===== src/rtl/ysyx_24100005_mem_arbiter_if.sv =====
// Bundle of IFU, LSU and shared-memory handshake signals for the memory arbiter.
// The slave modport is the arbiter's view; master is the surrounding CPU/memory view.
interface ysyx_24100005_mem_arbiter_if #(
  parameter int AW = 32,
  parameter int DW = 32
);
  logic          ifu_req_valid;
  logic          ifu_req_ready;
  logic [AW-1:0] ifu_addr;
  logic          ifu_rsp_valid;
  logic [DW-1:0] ifu_rsp_data;

  logic          lsu_req_valid;
  logic          lsu_req_ready;
  logic          lsu_wen;
  logic [AW-1:0] lsu_addr;
  logic [DW-1:0] lsu_wdata;
  logic [7:0]    lsu_wmask;
  logic          lsu_rsp_valid;
  logic [DW-1:0] lsu_rsp_data;

  logic          mem_req_valid;
  logic          mem_req_ready;
  logic          mem_wen;
  logic [AW-1:0] mem_addr;
  logic [DW-1:0] mem_wdata;
  logic [7:0]    mem_wmask;
  logic          mem_rsp_valid;
  logic [DW-1:0] mem_rsp_data;

  modport slave (
    input  ifu_req_valid, ifu_addr,
    input  lsu_req_valid, lsu_wen, lsu_addr, lsu_wdata, lsu_wmask,
    input  mem_req_ready, mem_rsp_valid, mem_rsp_data,
    output ifu_req_ready, ifu_rsp_valid, ifu_rsp_data,
    output lsu_req_ready, lsu_rsp_valid, lsu_rsp_data,
    output mem_req_valid, mem_wen, mem_addr, mem_wdata, mem_wmask
  );

  modport master (
    output ifu_req_valid, ifu_addr,
    output lsu_req_valid, lsu_wen, lsu_addr, lsu_wdata, lsu_wmask,
    output mem_req_ready, mem_rsp_valid, mem_rsp_data,
    input  ifu_req_ready, ifu_rsp_valid, ifu_rsp_data,
    input  lsu_req_ready, lsu_rsp_valid, lsu_rsp_data,
    input  mem_req_valid, mem_wen, mem_addr, mem_wdata, mem_wmask
  );
endinterface


===== src/rtl/ysyx_24100005_mem_arbiter.sv =====
// Two-requester (IFU/LSU) arbiter onto one memory port, one outstanding transaction.
// Define ROUND_ROBIN_EN for alternating tie-break; default is fixed LSU priority.
module ysyx_24100005_mem_arbiter #(
  parameter int AW = 32,
  parameter int DW = 32
) (
  input  logic                              clk,
  input  logic                              rst,
  ysyx_24100005_mem_arbiter_if.slave        bus
);

  typedef enum logic [1:0] {
    S_IDLE = 2'd0,
    S_REQ  = 2'd1,
    S_RESP = 2'd2
  } state_e;

  state_e        state_q;
  logic          gnt_lsu_q;
  logic          mem_req_valid_q;
  logic          mem_wen_q;
  logic [AW-1:0] mem_addr_q;
  logic [DW-1:0] mem_wdata_q;
  logic [7:0]    mem_wmask_q;
  logic          grant_ifu_s;
  logic          grant_lsu_s;
`ifdef ROUND_ROBIN_EN
  logic          last_lsu_q;
`endif

  // Grant selection, only meaningful while idle
  always_comb begin
    grant_ifu_s = 1'b0;
    grant_lsu_s = 1'b0;
    if (state_q == S_IDLE) begin
      if (bus.ifu_req_valid && bus.lsu_req_valid) begin
`ifdef ROUND_ROBIN_EN
        grant_lsu_s = !last_lsu_q;
`else
        grant_lsu_s = 1'b1;
`endif
        grant_ifu_s = !grant_lsu_s;
      end else begin
        grant_lsu_s = bus.lsu_req_valid;
        grant_ifu_s = bus.ifu_req_valid;
      end
    end else begin
      grant_ifu_s = 1'b0;
      grant_lsu_s = 1'b0;
    end
  end

  // Transaction FSM with request latches
  always_ff @(posedge clk or negedge rst) begin
    if (!rst) begin
      state_q         <= S_IDLE;
      gnt_lsu_q       <= 1'b0;
      mem_req_valid_q <= 1'b0;
      mem_wen_q       <= 1'b0;
      mem_addr_q      <= {AW{1'b0}};
      mem_wdata_q     <= {DW{1'b0}};
      mem_wmask_q     <= 8'h00;
`ifdef ROUND_ROBIN_EN
      last_lsu_q      <= 1'b1;
`endif
    end else begin
      case (state_q)
        S_IDLE: begin
          if (grant_lsu_s) begin
            state_q         <= S_REQ;
            gnt_lsu_q       <= 1'b1;
            mem_req_valid_q <= 1'b1;
            mem_wen_q       <= bus.lsu_wen;
            mem_addr_q      <= bus.lsu_addr;
            mem_wdata_q     <= bus.lsu_wdata;
            // Loads never carry a byte mask onto the memory port
            mem_wmask_q     <= bus.lsu_wen ? bus.lsu_wmask : 8'h00;
`ifdef ROUND_ROBIN_EN
            last_lsu_q      <= 1'b1;
`endif
          end else if (grant_ifu_s) begin
            state_q         <= S_REQ;
            gnt_lsu_q       <= 1'b0;
            mem_req_valid_q <= 1'b1;
            mem_wen_q       <= 1'b0;
            mem_addr_q      <= bus.ifu_addr;
            mem_wdata_q     <= {DW{1'b0}};
            mem_wmask_q     <= 8'h00;
`ifdef ROUND_ROBIN_EN
            last_lsu_q      <= 1'b0;
`endif
          end else begin
            state_q         <= S_IDLE;
          end
        end
        S_REQ: begin
          if (bus.mem_req_ready) begin
            state_q         <= S_RESP;
            mem_req_valid_q <= 1'b0;
          end else begin
            state_q         <= S_REQ;
          end
        end
        S_RESP: begin
          if (bus.mem_rsp_valid) begin
            state_q <= S_IDLE;
          end else begin
            state_q <= S_RESP;
          end
        end
        default: begin
          state_q         <= S_IDLE;
          mem_req_valid_q <= 1'b0;
        end
      endcase
    end
  end

  assign bus.ifu_req_ready = grant_ifu_s;
  assign bus.lsu_req_ready = grant_lsu_s;

  assign bus.mem_req_valid = mem_req_valid_q;
  assign bus.mem_wen       = mem_wen_q;
  assign bus.mem_addr      = mem_addr_q;
  assign bus.mem_wdata     = mem_wdata_q;
  assign bus.mem_wmask     = mem_wmask_q;

  // Response forwarded in the same cycle it arrives, only to the owner
  assign bus.ifu_rsp_valid = (state_q == S_RESP) && bus.mem_rsp_valid && !gnt_lsu_q;
  assign bus.lsu_rsp_valid = (state_q == S_RESP) && bus.mem_rsp_valid &&  gnt_lsu_q;
  assign bus.ifu_rsp_data  = bus.mem_rsp_data;
  assign bus.lsu_rsp_data  = bus.mem_rsp_data;

endmodule


===== src/flat_wrapper.sv =====
// flat-port wrapper written by rule: the top's interface ports become plain ports
module ysyx_24100005_mem_arbiter_flat 
#(
  parameter int AW = 32,
  parameter int DW = 32
)
  (clk, rst, bus_ifu_req_valid, bus_ifu_addr, bus_lsu_req_valid, bus_lsu_wen, bus_lsu_addr, bus_lsu_wdata, bus_lsu_wmask, bus_mem_req_ready, bus_mem_rsp_valid, bus_mem_rsp_data, bus_ifu_req_ready, bus_ifu_rsp_valid, bus_ifu_rsp_data, bus_lsu_req_ready, bus_lsu_rsp_valid, bus_lsu_rsp_data, bus_mem_req_valid, bus_mem_wen, bus_mem_addr, bus_mem_wdata, bus_mem_wmask);
  ysyx_24100005_mem_arbiter_if #(.AW(AW), .DW(DW)) bus_i ();
  input  logic clk;
  input  logic rst;
  input wire logic [$bits(bus_i.ifu_req_valid)-1:0] bus_ifu_req_valid;
  input wire logic [$bits(bus_i.ifu_addr)-1:0] bus_ifu_addr;
  input wire logic [$bits(bus_i.lsu_req_valid)-1:0] bus_lsu_req_valid;
  input wire logic [$bits(bus_i.lsu_wen)-1:0] bus_lsu_wen;
  input wire logic [$bits(bus_i.lsu_addr)-1:0] bus_lsu_addr;
  input wire logic [$bits(bus_i.lsu_wdata)-1:0] bus_lsu_wdata;
  input wire logic [$bits(bus_i.lsu_wmask)-1:0] bus_lsu_wmask;
  input wire logic [$bits(bus_i.mem_req_ready)-1:0] bus_mem_req_ready;
  input wire logic [$bits(bus_i.mem_rsp_valid)-1:0] bus_mem_rsp_valid;
  input wire logic [$bits(bus_i.mem_rsp_data)-1:0] bus_mem_rsp_data;
  output wire logic [$bits(bus_i.ifu_req_ready)-1:0] bus_ifu_req_ready;
  output wire logic [$bits(bus_i.ifu_rsp_valid)-1:0] bus_ifu_rsp_valid;
  output wire logic [$bits(bus_i.ifu_rsp_data)-1:0] bus_ifu_rsp_data;
  output wire logic [$bits(bus_i.lsu_req_ready)-1:0] bus_lsu_req_ready;
  output wire logic [$bits(bus_i.lsu_rsp_valid)-1:0] bus_lsu_rsp_valid;
  output wire logic [$bits(bus_i.lsu_rsp_data)-1:0] bus_lsu_rsp_data;
  output wire logic [$bits(bus_i.mem_req_valid)-1:0] bus_mem_req_valid;
  output wire logic [$bits(bus_i.mem_wen)-1:0] bus_mem_wen;
  output wire logic [$bits(bus_i.mem_addr)-1:0] bus_mem_addr;
  output wire logic [$bits(bus_i.mem_wdata)-1:0] bus_mem_wdata;
  output wire logic [$bits(bus_i.mem_wmask)-1:0] bus_mem_wmask;
  assign bus_i.ifu_req_valid = bus_ifu_req_valid;
  assign bus_i.ifu_addr = bus_ifu_addr;
  assign bus_i.lsu_req_valid = bus_lsu_req_valid;
  assign bus_i.lsu_wen = bus_lsu_wen;
  assign bus_i.lsu_addr = bus_lsu_addr;
  assign bus_i.lsu_wdata = bus_lsu_wdata;
  assign bus_i.lsu_wmask = bus_lsu_wmask;
  assign bus_i.mem_req_ready = bus_mem_req_ready;
  assign bus_i.mem_rsp_valid = bus_mem_rsp_valid;
  assign bus_i.mem_rsp_data = bus_mem_rsp_data;
  assign bus_ifu_req_ready = bus_i.ifu_req_ready;
  assign bus_ifu_rsp_valid = bus_i.ifu_rsp_valid;
  assign bus_ifu_rsp_data = bus_i.ifu_rsp_data;
  assign bus_lsu_req_ready = bus_i.lsu_req_ready;
  assign bus_lsu_rsp_valid = bus_i.lsu_rsp_valid;
  assign bus_lsu_rsp_data = bus_i.lsu_rsp_data;
  assign bus_mem_req_valid = bus_i.mem_req_valid;
  assign bus_mem_wen = bus_i.mem_wen;
  assign bus_mem_addr = bus_i.mem_addr;
  assign bus_mem_wdata = bus_i.mem_wdata;
  assign bus_mem_wmask = bus_i.mem_wmask;
  ysyx_24100005_mem_arbiter #(.AW(AW), .DW(DW)) u_core (.clk(clk), .rst(rst), .bus(bus_i));
endmodule

===== config.mk =====
export PLATFORM = sky130hd
export DESIGN_NAME = ysyx_24100005_mem_arbiter_flat
export DESIGN_NICKNAME = d
export VERILOG_FILES = /design/src/rtl/ysyx_24100005_mem_arbiter_if.sv /design/src/rtl/ysyx_24100005_mem_arbiter.sv /design/src/flat_wrapper.sv
export SDC_FILE = /design/constraint.sdc
export NUM_CORES = 1
export LEC_CHECK = 0
export ABC_AREA = 1
export CAP_MARGIN = 20
export CORE_AREA = 2 2 110 112
export DETAILED_ROUTE_END_ITERATION = 8
export DIE_AREA = 0 0 112 114
export PLACE_DENSITY = 0.84
export SYNTH_ARGS = -nofsm -noshare
export SYNTH_HDL_FRONTEND = slang
export SYNTH_SLANG_ARGS = --single-unit

===== constraint.sdc =====
create_clock -name clk -period 2.4 [get_ports clk]
set_input_delay 0.24 -clock clk [delete_from_list [all_inputs] [get_ports clk]]
set_output_delay 0.24 -clock clk [all_outputs]
set_load 0.005 [all_outputs]

## Word-level counts from Yosys, hierarchy flattened

Index checks and enable logic that the tools add are counted.

| word-level totals | value |
|---|---|
| flip-flop bits (word level) | 77 |
| logic and storage cells | 44 |
| latch bits | 0 |
| memories kept | 0 |
| output and inout bits | 142 |
| memory bits (writable) | 0 |
| memory bits (read-only) | 0 |

| operators by class | value |
|---|---|
| multiplexer cells | 23 |
| shift-type cells | 0 |
| reduce and logical (&&, ||, !) cells | 9 |
| $add $sub $neg | 0 |
| bitwise operators | 1 |
| multipliers | 0 |
| divide/modulo/power cells | 0 |
| magnitude comparators | 0 |
| eq/ne operators | 4 |

Operators with widths:

| kind | count |
|---|---|
| $mux 32 | 4 |
| $mux 8 | 3 |
| $mux 1 | 11 |
| $mux 2 | 3 |
| $pmux 2 s3 | 1 |
| $logic_and 1x1->1 | 4 |
| $ne 3x3->1 const B | 1 |
| $pmux 1 s3 | 1 |
| $reduce_and 3->1 | 1 |
| $eq 2x1->1 const B | 1 |
| $eq 2x2->1 const B | 1 |
| $logic_not 2->1 | 1 |
| $ne 2x2->1 const B | 1 |
| $reduce_and 2->1 | 1 |
| $reduce_bool 2->1 | 1 |
| $logic_not 1->1 | 1 |
| $not 1->1 | 1 |

## Longest topological paths before layout

| logic depth | value |
|---|---|
| depth in word-level cells | 6 |
| depth in mapped cells | 6 |
| mapped depth without buffers | 5 |

## Worst setup path after synthesis

Ideal clock, no wire load.

| timing path | value |
|---|---|
| path type | register to output |
| start point | register u_core.state_q[0] |
| end point | output bus_lsu_req_ready |
| arrival time | 0.947 ns |
| buffers on the path | 1 |
| required time | 2.160 ns |
| setup slack | 1.213 ns |
| stages on the path, launching flop included | 5 |
| cells stage by stage | dfrtp_1 > nor2_4 > nand2_2 > inv_2 > buf_2 |

| between the ends | value |
|---|---|
| longest elaborated chain between the ends | 2 |

RTL lines:

| what | line | RTL |
|---|---|---|
| start, declared | ysyx_24100005_mem_arbiter.sv:18 | `state_e state_q;` |
| start signal, assigned | ysyx_24100005_mem_arbiter.sv:56 | `state_q <= S_IDLE;` |
| start signal, assigned | ysyx_24100005_mem_arbiter.sv:70 | `state_q <= S_REQ;` |
| start signal, assigned | ysyx_24100005_mem_arbiter.sv:82 | `state_q <= S_REQ;` |
| $logic_not 2->1 | ysyx_24100005_mem_arbiter.sv:35 | `if (state_q == S_IDLE) begin` |
| $mux 1 | ysyx_24100005_mem_arbiter.sv:35 |  |
| end, declared | flat_wrapper.sv:24 | `output wire logic [$bits(bus_i.lsu_req_ready)-1:0] bus_lsu_req_ready;` |

No other way between the ends.

## Worst setup path in the final report

| timing path | value |
|---|---|
| start point | register u_core.state_q[0] |
| end point | output bus_ifu_req_ready |

| between the ends | value |
|---|---|
| longest elaborated chain between the ends | 2 |

RTL lines:

| what | line | RTL |
|---|---|---|
| $logic_not 2->1 | ysyx_24100005_mem_arbiter.sv:35 |  |
| $mux 1 | ysyx_24100005_mem_arbiter.sv:35 |  |
| end, declared | flat_wrapper.sv:21 | `output wire logic [$bits(bus_i.ifu_req_ready)-1:0] bus_ifu_req_ready;` |

No other way between the ends.

==> flow_metrics.tcl <==
set metrics [dict create \
    outcome "complete, no violations" \
    cp_max_fo 4 \
    worst_pin_slew_ns 0.4725 \
    slew-limit-headroom 0.6850 \
    h-tree-depth 3 \
    fin_crit_sh 0.7924 \
    postRouteAntennaNets 0 \
    fin_util 0.5095 \
    viasPerCell 4.525 \
    cp_cell_sequence "inv_1 > nand2_1 > nor2_1 > clkdlybuf4s50_1" \
    slowest_delay_ns 0.52 \
    setup_violations 0 \
    cts_tree "built" \
    ctsHoldBuffers 1 \
    core.rowCount 40 \
    ys_seq_area_frac 0.4750 \
    finalPower_uw 6866 \
    ys_warn_count 0 \
    clock-skew-final_ns 0.005090 \
    cts_sinks 77 \
    finalHoldViolCount 0 \
    nFillCells 1112 \
    cts_buffers 9 \
    cts_buffer_depth 2 \
    grt-ovfl-total 0 \
    core_area_mm2 0.01171 \
    hpwl_um 8495 \
    cts-resized-gates 0 \
    drt_first_pass_iters 4 \
    syn_to_final_growth_pct 47.10 \
    vdd_drop_max_uv 571.5 \
    maxCapViolations 0 \
    antenna_found_initial 0 \
    endpoint_kind "primary output" \
    syn_area_mm2 0.004056 \
    instances_no_fill 811 \
    drt-initial-drc-count 222 \
    worstSkewPairLatency_ns 0.33 \
    drt_wl_total_um 11370 \
    power_density_mw_per_mm2 1151 \
    layout_common_cells "nand2_1, clkdlybuf4s50_1, dfrtp_1" \
    synth_seq_cells 77 \
    syn-num-nets 680 \
    layout_min_cycle_time_ns 1.902 \
    cp-start-kind "flip-flop" \
    dp.cells 794 \
    rsz0062_at_grt "false" \
    die_height_um 114 \
    cp.required_ns 2.16 \
    synth_cell_types 16 \
    first_global_vias 3672 \
    wl_per_cell_um 14.01 \
    multiInputGateArea_mm2 0.001257 \
    start_util 0.3464 \
    max_freq_mhz 525.8 \
    fin_setup_tns_ns 0 \
    grt_usage 0.1869 \
    arrival_ns 1.66 \
    final_nets 802 \
    seq_area_mm2 0.001927 \
    syn_area_per_cell_um2 7.554 \
    io_buffers 188 \
    drive_gt1_frac 0.05271 \
    dieArea_mm2 0.01277 \
    diodes 0 \
    worstSetupPathType "flip-flop to primary output" \
    post-cts-setup-buffer-count 0 \
    timing.hold.ws_ns 0.4026 \
    path_clk_slew_ns 0.06 \
    die_w_um 112 \
    syn_inst 537 \
    grt_first_pass_wirelength_um 18890 \
    slew_violations 0 \
    vias 3670 \
    grt_start_max_net_pins 44 \
    leakagePower_uw 0.003043 \
    ctsRootBufferMaster "clkbuf_16" \
    crit_slowest_cell "clkdlybuf4s50_1" \
    pin_count 285 \
    hp-class "primary input to asynchronous set/reset pin" \
    layout_commonest_cell "nand2_1" \
    drt_drc_violations_left 0 \
    routabilityCongestion 0.7884 \
]
-- state kept, by name, indices dropped and copies added, names as in the netlist --
signal,count
u_core.bus.mem_addr,32
u_core.bus.mem_req_valid,1
u_core.bus.mem_wdata,32
u_core.bus.mem_wen,1
u_core.bus.mem_wmask,8
u_core.gnt_lsu_q,1
u_core.state_q,2
-- cell usage after synthesis --
| master | instances | share of area |
|---|---|---|
| nand2_1 | 214 | 0.20 |
| dfrtp_1 | 77 | 0.48 |
| buf_4 | 70 | 0.13 |
| inv_1 | 67 | 0.062 |
| nand3_1 | 66 | 0.081 |
| buf_2 | 16 | 0.020 |
| o21ai_0 | 9 | 0.011 |
| nor2_1 | 5 | 0.0046 |
| clkbuf_1 | 4 | 0.0037 |
| inv_2 | 2 | 0.0019 |
| o31ai_1 | 2 | 0.0037 |
| a21oi_1 | 1 | 0.0012 |
| nand2_2 | 1 | 0.0015 |
| nor2_2 | 1 | 0.0015 |
| nor2_4 | 1 | 0.0028 |
| o21ai_2 | 1 | 0.0022 |
-- path summary, 6_finish.rpt --
kind                                          startpoint                       end  slack [ns]  cells past startpoint
worst max-delay path                   u_core.state_q[0]         bus_ifu_req_ready        0.50                      4
worst min-delay path                                 rst  u_core.bus.mem_wdata[28]        0.40                      2
worst max register to register         u_core.state_q[1]   u_core.bus.mem_wdata[8]        0.85                      6
worst min register to register  u_core.bus.mem_wdata[26]  u_core.bus.mem_wdata[26]        0.48                      2
max in group asynchronous                            rst   u_core.bus.mem_addr[22]        1.39                      3
min in group clk                       bus_lsu_wdata[23]  u_core.bus.mem_wdata[23]        0.44                      3
-- routing by layer --
metal | vias to the layer above | track usage | share of wire
li1 | 1791 | - | -
met1 | 1652 | 0.2422 | 0.42
met2 | 201 | 0.3014 | 0.46
met3 | 26 | 0.04729 | 0.088
met4 | 0 | 0.07561 | 0.026
met5 | - | 0 | 0
-- stage by stage --
step	cell area, µm²	setup WS, ns
CTS	5967	0.4782
global placement	5609	0.6030
floorplan	4056	1.213
detailed placement	5609	0.5513
finish	5967	0.4983
global route	5967	0.3549
-- area by class of cell --
type,count,share of cell area
Timing Repair Buffer,201,0.3338
Sequential cell,77,0.3229
Inverter,69,0.04341
Clock buffer,9,0.03774
Clock inverter,7,0.02055
Multi-Input combinational cell,301,0.2107
Tap cell,147,0.03082
-- kinds of logic (layout without fill, tap and decap cells) --
logic type,Yosys count,in the layout,share of synthesized area
DFF,77,77,0.4750
buffers and inverters,159,286,0.2168
AOI/OAI and AO/OA,13,13,0.01820
and+or+nand+nor,288,288,0.2899
-- critical path: cells and delay by family, from the launching register on --
| kind | cells | cell delay [ns] |
|---|---|---|
| buffers and inverters | 2 | 0.65 |
| DFF | 1 | 0.43 |
| and+or+nand+nor | 2 | 0.24 |
-- power breakdown --
part,switching (µW),total (µW),internal (µW)
combinational,1440,3050,1610
clock,544,1560,1020
sequential,350,2250,1900
Power figures use the tool's default switching activity.
